File: config.mk
export PLATFORM = sky130hd
export DESIGN_NAME = score_display
export DESIGN_NICKNAME = d
export VERILOG_FILES = /design/src/rtl/score_pkg.sv /design/src/rtl/bin2bcd_seq.sv /design/src/rtl/score_display.sv
export SDC_FILE = /design/constraint.sdc
export NUM_CORES = 1
export LEC_CHECK = 0
export BUFFER_PORTS_ARGS = -buffer_cell sky130_fd_sc_hd__buf_2
export CAP_MARGIN = 0
export CORE_MARGIN = 4
export CORE_UTILIZATION = 50
export CTS_BUF_LIST = sky130_fd_sc_hd__clkbuf_4 sky130_fd_sc_hd__clkbuf_8
export DETAILED_ROUTE_END_ITERATION = 7
export GPL_TIMING_DRIVEN = 0
export PLACE_DENSITY = 0.68
export SKIP_CTS_REPAIR_TIMING = 1
export SLEW_MARGIN = 5
export SYNTH_ARGS = -nofsm -noshare
export SYNTH_HDL_FRONTEND = slang
export SYNTH_HIERARCHICAL = 1
export SYNTH_SLANG_ARGS = --single-unit
File: constraint.sdc
create_clock -name clk_i -period 2.8 [get_ports clk_i]
set_input_delay 0.14 -clock clk_i [delete_from_list [all_inputs] [get_ports clk_i]]
set_output_delay 0.14 -clock clk_i [all_outputs]
set_load 0.01 [all_outputs]
File: src/rtl/score_pkg.sv
// Shared types and constants for the score display: converter states,
// BCD sizing, the 7-segment font and the digit-index encoding.
package score_pkg;
    typedef enum logic [1:0] {IDLE, SHIFT, DONE} conv_state_t;

    localparam int BCD_W     = 4;
    localparam int MAX_SCORE = 99;

    // Segment patterns, bit0=a .. bit6=g, active-high
    localparam logic [6:0] SEG_FONT [0:9] = '{
        7'h3F, 7'h06, 7'h5B, 7'h4F, 7'h66,
        7'h6D, 7'h7D, 7'h07, 7'h7F, 7'h6F
    };

    localparam logic DIG_ONES = 1'b0;
    localparam logic DIG_TENS = 1'b1;
endpackage

File: src/rtl/bin2bcd_seq.sv
// Sequential double-dabble converter: clamps the binary score to 99 and
// produces two BCD nibbles over BW shift cycles, with a valid pulse in DONE.
module bin2bcd_seq
    import score_pkg::*;
#(
    parameter int BW = 7
) (
    input  logic             clk,
    input  logic             rst_n,
    input  logic [BW-1:0]    value,
    output logic [BCD_W-1:0] ones,
    output logic [BCD_W-1:0] tens,
    output logic             valid,
    output logic             busy
);
    localparam int SR_W = 2*BCD_W + BW;
    localparam int CW   = $clog2(BW+1);

    conv_state_t   state;
    logic [BW-1:0] last_q;
    logic [BW-1:0] clamped;
    logic [SR_W-1:0] sr;
    logic [SR_W-1:0] sr_adj;
    logic [CW-1:0] cnt;

    always_comb begin
        clamped = (value > BW'(MAX_SCORE)) ? BW'(MAX_SCORE) : value;
        sr_adj  = sr;
        if (sr[BW +: BCD_W] >= BCD_W'(5))
            sr_adj[BW +: BCD_W] = sr[BW +: BCD_W] + BCD_W'(3);
        if (sr[BW+BCD_W +: BCD_W] >= BCD_W'(5))
            sr_adj[BW+BCD_W +: BCD_W] = sr[BW+BCD_W +: BCD_W] + BCD_W'(3);
    end

    // busy stays up through the cycle after DONE so it brackets the latch edge
    always_ff @(posedge clk or negedge rst_n) begin
        if (!rst_n) begin
            state  <= IDLE;
            last_q <= '0;
            sr     <= '0;
            cnt    <= '0;
            busy   <= 1'b0;
        end else begin
            case (state)
                IDLE: begin
                    if (value != last_q) begin
                        sr     <= {{(2*BCD_W){1'b0}}, clamped};
                        last_q <= value;
                        cnt    <= '0;
                        state  <= SHIFT;
                        busy   <= 1'b1;
                    end else begin
                        busy   <= 1'b0;
                    end
                end
                SHIFT: begin
                    sr   <= sr_adj << 1;
                    cnt  <= cnt + 1'b1;
                    busy <= 1'b1;
                    if (cnt == CW'(BW-1))
                        state <= DONE;
                end
                DONE: begin
                    state <= IDLE;
                    busy  <= 1'b1;
                end
                default: state <= IDLE;
            endcase
        end
    end

    assign ones  = sr[BW +: BCD_W];
    assign tens  = sr[BW+BCD_W +: BCD_W];
    assign valid = (state == DONE);
endmodule

File: src/rtl/score_display.sv
// Two-digit multiplexed 7-segment driver for the score counter.
// Optional leading-zero blanking of the tens digit: define SCORE_DISPLAY_LZB_EN.
module score_display
    import score_pkg::*;
#(
    parameter int BW          = 7,
    parameter int REFRESH_DIV = 1000
) (
    input  logic          clk_i,
    input  logic          rst_i,
    input  logic [BW-1:0] value_i,
    output logic [6:0]    seg_o,
    output logic [1:0]    dig_sel_o,
    output logic          busy_o
);
    localparam int RW = (REFRESH_DIV > 1) ? $clog2(REFRESH_DIV) : 1;

    logic [RW-1:0]    ref_q;
    logic             idx_q;
    logic [BCD_W-1:0] ones, tens;
    logic [BCD_W-1:0] ones_q, tens_q;
    logic [BCD_W-1:0] cur;
    logic             valid;
    logic [6:0]       seg_next;

    bin2bcd_seq #(.BW(BW)) u_conv (
        .clk   (clk_i),
        .rst_n (rst_i),
        .value (value_i),
        .ones  (ones),
        .tens  (tens),
        .valid (valid),
        .busy  (busy_o)
    );

    always_comb begin
        cur      = (idx_q == DIG_TENS) ? tens_q : ones_q;
        seg_next = (cur <= BCD_W'(9)) ? SEG_FONT[cur] : 7'h00;
`ifdef SCORE_DISPLAY_LZB_EN
        if (idx_q == DIG_TENS && tens_q == '0)
            seg_next = 7'h00;
`endif
    end

    always_ff @(posedge clk_i or negedge rst_i) begin
        if (!rst_i) begin
            ref_q     <= '0;
            idx_q     <= DIG_ONES;
            ones_q    <= '0;
            tens_q    <= '0;
            seg_o     <= 7'h00;
            dig_sel_o <= 2'b00;
        end else begin
            if (ref_q == RW'(REFRESH_DIV-1)) begin
                ref_q <= '0;
                idx_q <= ~idx_q;
            end else begin
                ref_q <= ref_q + 1'b1;
            end
            if (valid) begin
                ones_q <= ones;
                tens_q <= tens;
            end
            seg_o     <= seg_next;
            dig_sel_o <= (idx_q == DIG_TENS) ? 2'b10 : 2'b01;
        end
    end
endmodule

---- Word-level counts from Yosys, hierarchy flattened ----
Memory sizes are Yosys's and may differ from the RTL's.
Cells that the tools add are included.
word-level totals
  bits in registers ....................... 56
  bits in read-only memories .............. 112
  bits of input ports ..................... 9
  output and inout port bits .............. 10
  logic and storage cells ................. 55
  memories kept ........................... 1
cells by class
  add/sub/neg operators ................... 4
  magnitude comparators ................... 5
  equal/unequal tests ..................... 7
  mux-type cells .......................... 18
  bitwise logic cells ..................... 2
  reduce and logical (&&, ||, !) cells .... 7
memory list
  memory           words  width  read ports  clocked after Yosys merged registers in  write ports  line                 source
  (no name shown)  16     7      1           0                                        0            score_display.sv:38  seg_next = (cur <= BCD_W'(9)) ? SEG_FONT[cur] : 7'h00;
operators by type and width
  operator               count
  $pmux 15 s2            1
  $mux 7                 4
  $mux 15                1
  $add 10x1->10 const B  1
  $eq 10x10->1 const B   1
  $mux 10                1
  $ge 4x3->1 const B     2
  $mux 4                 2
  $gt 7x7->1 const B     1
  $ne 7x7->1             1
  $mux 2                 3
  $mux 3                 2
  $pmux 3 s2             1
  $reduce_and 2->1       3
  $ge 5x5->1 const B     1
  $not 4->5              1
  $add 4x2->4 const B    1
  $le 4x4->1 const B     1
  $ne 2x1->1 const B     2
  $pmux 2 s2             1
  $reduce_bool 2->1      2
  $add 3x1->3 const B    1
  $add 3x2->3 const B    1
  $eq 3x3->1 const B     1
  7 further kinds        7

---- Depth between registers and ports, before layout ----
  depth after elaboration ................. 6
  mapped depth ............................ 7
  gate-level depth less buffers ........... 7

---- By module ----
Netlist, hierarchy kept.
by module, submodules not included
  module         times used  cells each  area each (um^2)  sequential area each (um^2)
  bin2bcd_seq    1           158         1577.8            700.7
  score_display  1           106         1277.5            700.7

---- Worst setup path after synthesis ----
Ideal clock, no wire load.
  kind .................................... reg-to-reg
  from .................................... reg idx_q
  to ...................................... reg seg_o[3]
  library setup time ...................... 0.122 ns
  data arrival time ....................... 1.430 ns
  data required time ...................... 2.678 ns
  slack ................................... 1.248 ns
  cell stages (with the launch flop) ...... 7
  path buffers ............................ 1
  cell sequence ........................... dfrtp_1 -> buf_6 -> mux2_2 -> ha_1 -> o21a_1 -> o21ai_1 -> nor2_1
on the way
  longest elaborated chain between the ends .. 6
  elaborated cells between the ends (all ways) .. 7
  those cells by class .................... order compare (1); mux (4); bitwise (1); memory (1)
RTL lines
  element                                    line                 source
  start, declared                            score_display.sv:19  logic idx_q;
  start signal, assigned                     score_display.sv:56  idx_q <= ~idx_q;
  $mux 4 *                                   score_display.sv:37  cur = (idx_q == DIG_TENS) ? tens_q : ones_q;
  $not 4->5 (implied by the code)            score_display.sv:38
  $mem_v2 16x7                               --
  $mux 7 (implied by the code) (2 in a row)  score_display.sv:38
  $mux 7 *                                   score_display.sv:38
  named net seg_next[3]                      score_display.sv:24  logic [6:0] seg_next;
  end signal, assigned                       score_display.sv:64  seg_o <= seg_next;
  end, declared                              score_display.sv:12  output logic [6:0] seg_o,
Mark *: on every way through the listed nets, which the timed path passes. The rest lies on a longest branch. The select of a mux whose other input is x is not followed.
A chain may end at the register's enable or synchronous reset.

---- Worst setup path in the final report ----
  from .................................... reg u_conv.state[1]
  to ...................................... reg u_conv.cnt[1]
on the way
  longest elaborated chain between the ends .. 3
  elaborated cells between the ends (all ways) .. 6
  those cells by class .................... eq/ne (2); mux (1); reduce/logical (3)
RTL lines
  element                                                           line               source
  start, declared                                                   bin2bcd_seq.sv:19  conv_state_t state;
  start signal, assigned                                            bin2bcd_seq.sv:38  state <= IDLE;
  start signal, assigned                                            bin2bcd_seq.sv:50  state <= SHIFT;
  start signal, assigned                                            bin2bcd_seq.sv:61  state <= DONE;
  $eq 2x1->1 or $logic_not 2->1 (tied branches)                     bin2bcd_seq.sv:44  case (state)
  $reduce_bool 2->1 (no source line) or $ne 2x1->1 (tied branches)  --
  $reduce_and 2->1 (no source line)                                 --
  end signal, assigned                                              bin2bcd_seq.sv:58  cnt <= cnt + 1'b1;
  end, declared                                                     bin2bcd_seq.sv:24  logic [CW-1:0] cnt;
Several ways; a longest one is shown, not always the timed one.

==> impl_metrics.tcl <==
set metrics [dict create \
    status "complete, no violations" \
    cts_root_buf "clkbuf_8" \
    r2r_slack_ns 0.90 \
    synth-xor-area-share 0.0491 \
    synth_nets 289 \
    yosysSeqAreaShare 0.491 \
    drc 0 \
    peakVddDrop_mv 0.448 \
    synth.top_cells.by_count "56 x dfrtp_1, 25 x o21ai_0, 24 x nand2_1" \
    yosysTopAreaCellShare 0.491 \
    die_y_um 83.6 \
    synth_seq_cells 56 \
    synthSimpleGateAreaFrac 0.114 \
    finalClockSkew_ns 0.0109 \
    p_sw_mw 1.06 \
    io_buffers 18 \
    grt-ovfl-total 0 \
    yosys_warnings 6 \
    crit_arrival_ns 2.14 \
    setup_violations 0 \
    worstHoldStart "value_i[0]" \
    viasPerCell 5.31 \
    worstSkewPairLatency_ns 0.32 \
    cellInternalPower_mw 1.79 \
    fin_cells 363 \
    yosys-top-cells-area "dfrtp_1 49%, mux2_2 7.1%, ha_1 7.0%" \
    num_vias 1928 \
    htreeDepth 2 \
    maxSlewViolCount 0 \
    routed_wirelength_um 4820 \
    r2r-start "u_conv/state[1]" \
    post-route-period-util 0.680 \
    synth-main-ff-cell "dfrtp_1" \
    fp.dieW_um 83.6 \
    drt_first_iter_violations 77 \
    antenna_found_initial 0 \
    wl_per_cell_um 13.3 \
    area_growth_pct 9.99 \
    final_nets 315 \
    dp_hpwl_um 3400 \
    fmaxAchievable_mhz 525 \
    combPwrFrac 0.416 \
    max_cap_violations 0 \
    hold_path_class "in -> reg" \
    cp-startpoint "u_conv/state[1]" \
    synth_fa_ha_area_frac 0.0701 \
    rows 27 \
    core_area_sq_um 5510 \
    yosys.area.top_type "dfrtp_1" \
    syn_area_sq_um 2860 \
    synth_mux_area_frac 0.0894 \
    cts.sinks 56 \
    min_delay_path_depth 2 \
    worst_slew_pin_slew_ns 0.700 \
    rsz0062_at_grt "no" \
    boundaryPins 19 \
    slew_headroom 0.533 \
    reg2reg_depth 5 \
    async_reset_ff_frac 1.00 \
    first_pass_iters 5 \
    initial_utilization 0.519 \
    synth.most_common_cell "dfrtp_1" \
    dp_cells 354 \
    setup_tns_ns 0 \
    synth_edf_count 0 \
    antenna_left 0 \
    synth_compound_area_frac 0.129 \
    leakage_nw 1.38 \
    grt_max_degree 57 \
    timing.rr.end "u_conv/cnt[1]" \
    power.density_cell_area_nw_per_um2 909 \
    die-area_sq_um 6980 \
    numCtsBuffers 5 \
    drive_above_1_share 0.216 \
    hold_violations 0 \
    synth_top_family_by_area "compound AO/OA/AOI/OAI gates" \
    crit_type "reg -> reg" \
    cp_max_fo 10 \
    num-fill-cells 485 \
    tritoncts "done" \
    grt_pass1_wl_um 8510 \
    avgSynthCellArea_sq_um 10.8 \
    grt_pass1_vias 1923 \
    path_clk_slew_ns 0.10 \
    track_usage 0.148 \
    sequentialPowerShare 0.423 \
    hold_end "u_conv/last_q[0]" \
    endpoint_kind "flop" \
    clkPwrFrac 0.161 \
    cp.required_ns 3.03 \
    synthCells 264 \
    gp_congestion 0.747 \
    startpoint_type "flop" \
    antennaDiodeCount 0 \
    ys_types 40 \
    cts.path.max_buffers 2 \
    min_period_ns 1.90 \
    p_sw_frac 0.372 \
]
-- routing by layer --
| layer | up-vias | part of all wire | GRT usage |
|---|---|---|---|
| li1 | 955 | - | - |
| met1 | 947 | 0.47 | 0.189 |
| met2 | 21 | 0.48 | 0.242 |
| met3 | 5 | 0.029 | 0.0346 |
| met4 | 0 | 0.016 | 0.0629 |
| met5 | - | 0 | 0 |
-- flip-flops by register name, indices dropped and copies added (netlist names) --
register,cells
dig_sel_o,2
tens_q,4
ref_q,10
u_conv/sr,15
u_conv/cnt,3
u_conv/busy,1
u_conv/state,2
idx_q,1
seg_o,7
ones_q,4
u_conv/last_q,7
-- worst max-delay path by stage --
stage                    endpoint  slack [ns]  depth (start not counted)
floorplan                seg_o[3]        1.25                          6
global placement    u_conv/cnt[1]        0.94                          5
detailed placement  u_conv/cnt[2]        0.89                          5
CTS                 u_conv/cnt[1]        0.88                          5
global route        u_conv/cnt[1]        0.74                          5
finish              u_conv/cnt[1]        0.90                          5
-- area by class of cell --
type,instances,area [sq um],area share
inverter,12,45.0,0.0143
timing repair buffer,19,103,0.0327
buffer,16,118,0.0375
tap,72,90.1,0.0287
clock inverter,3,23.8,0.00757
multi-input combinational,180,1290,0.411
clock buffer,5,68.8,0.0219
sequential,56,1400,0.446
-- critical path: stages (launching register included) --
cell      delay [ns]
dfrtp_1         0.41
inv_1           0.10
ha_1            0.35
clkbuf_1        0.44
o21ai_0         0.31
o21ai_0         0.22
-- cells by family after synthesis --
kind of cell / count (synthesis)
adder cells (fa/ha/maj): 16
XOR/XNOR: 16
buffers and inverters: 28
multiplexers: 22
AND/OR/NAND/NOR: 67
flip-flops: 56
AO/OA/AOI/OAI: 59
-- cells in the final DEF, fill, tap and decap left out, drive strengths merged, types with 2 or more instances in the layout --
cell type	synthesis	layout
mux2	18	18
nand4	2	2
clkbuf	3	8
a22oi	3	3
clkinvlp	0	2
nor2	18	18
and3	2	2
nand3	9	9
dfrtp	56	56
o211ai	2	2
ha	16	16
nand2b	4	4
nand2	25	25
o22ai	2	2
a31oi	2	2
xnor2	13	13
buf	13	31
mux2i	4	4
a32o	3	3
nor2b	4	4
a21oi	13	13
inv	12	12
xor2	3	3
o21a	2	2
o21ai	26	26
-- through the flow --
step	total power [mW]	util	hold WS, ns	worst slack, ns	area (sq um)
floorplan	2.14	-	-0.156	1.25	2860
global placement	2.38	0.551	0.380	0.942	3040
detailed placement	2.43	0.551	0.389	0.887	3040
CTS	2.89	0.568	0.0902	0.878	3130
global route	3.10	0.570	0.0917	0.743	3140
finish	2.86	0.570	0.0980	0.896	3140
-- power groups by stage --
stage	Sequential, mW	Combinational (mW)	Clock (mW)
finish	1.21	1.19	0.460
global route	1.24	1.35	0.507
CTS	1.21	1.20	0.475
detailed placement	1.23	1.20	0
global placement	1.22	1.16	0
floorplan	1.21	0.933	0
Note: power is estimated with default switching activity, not from simulation.
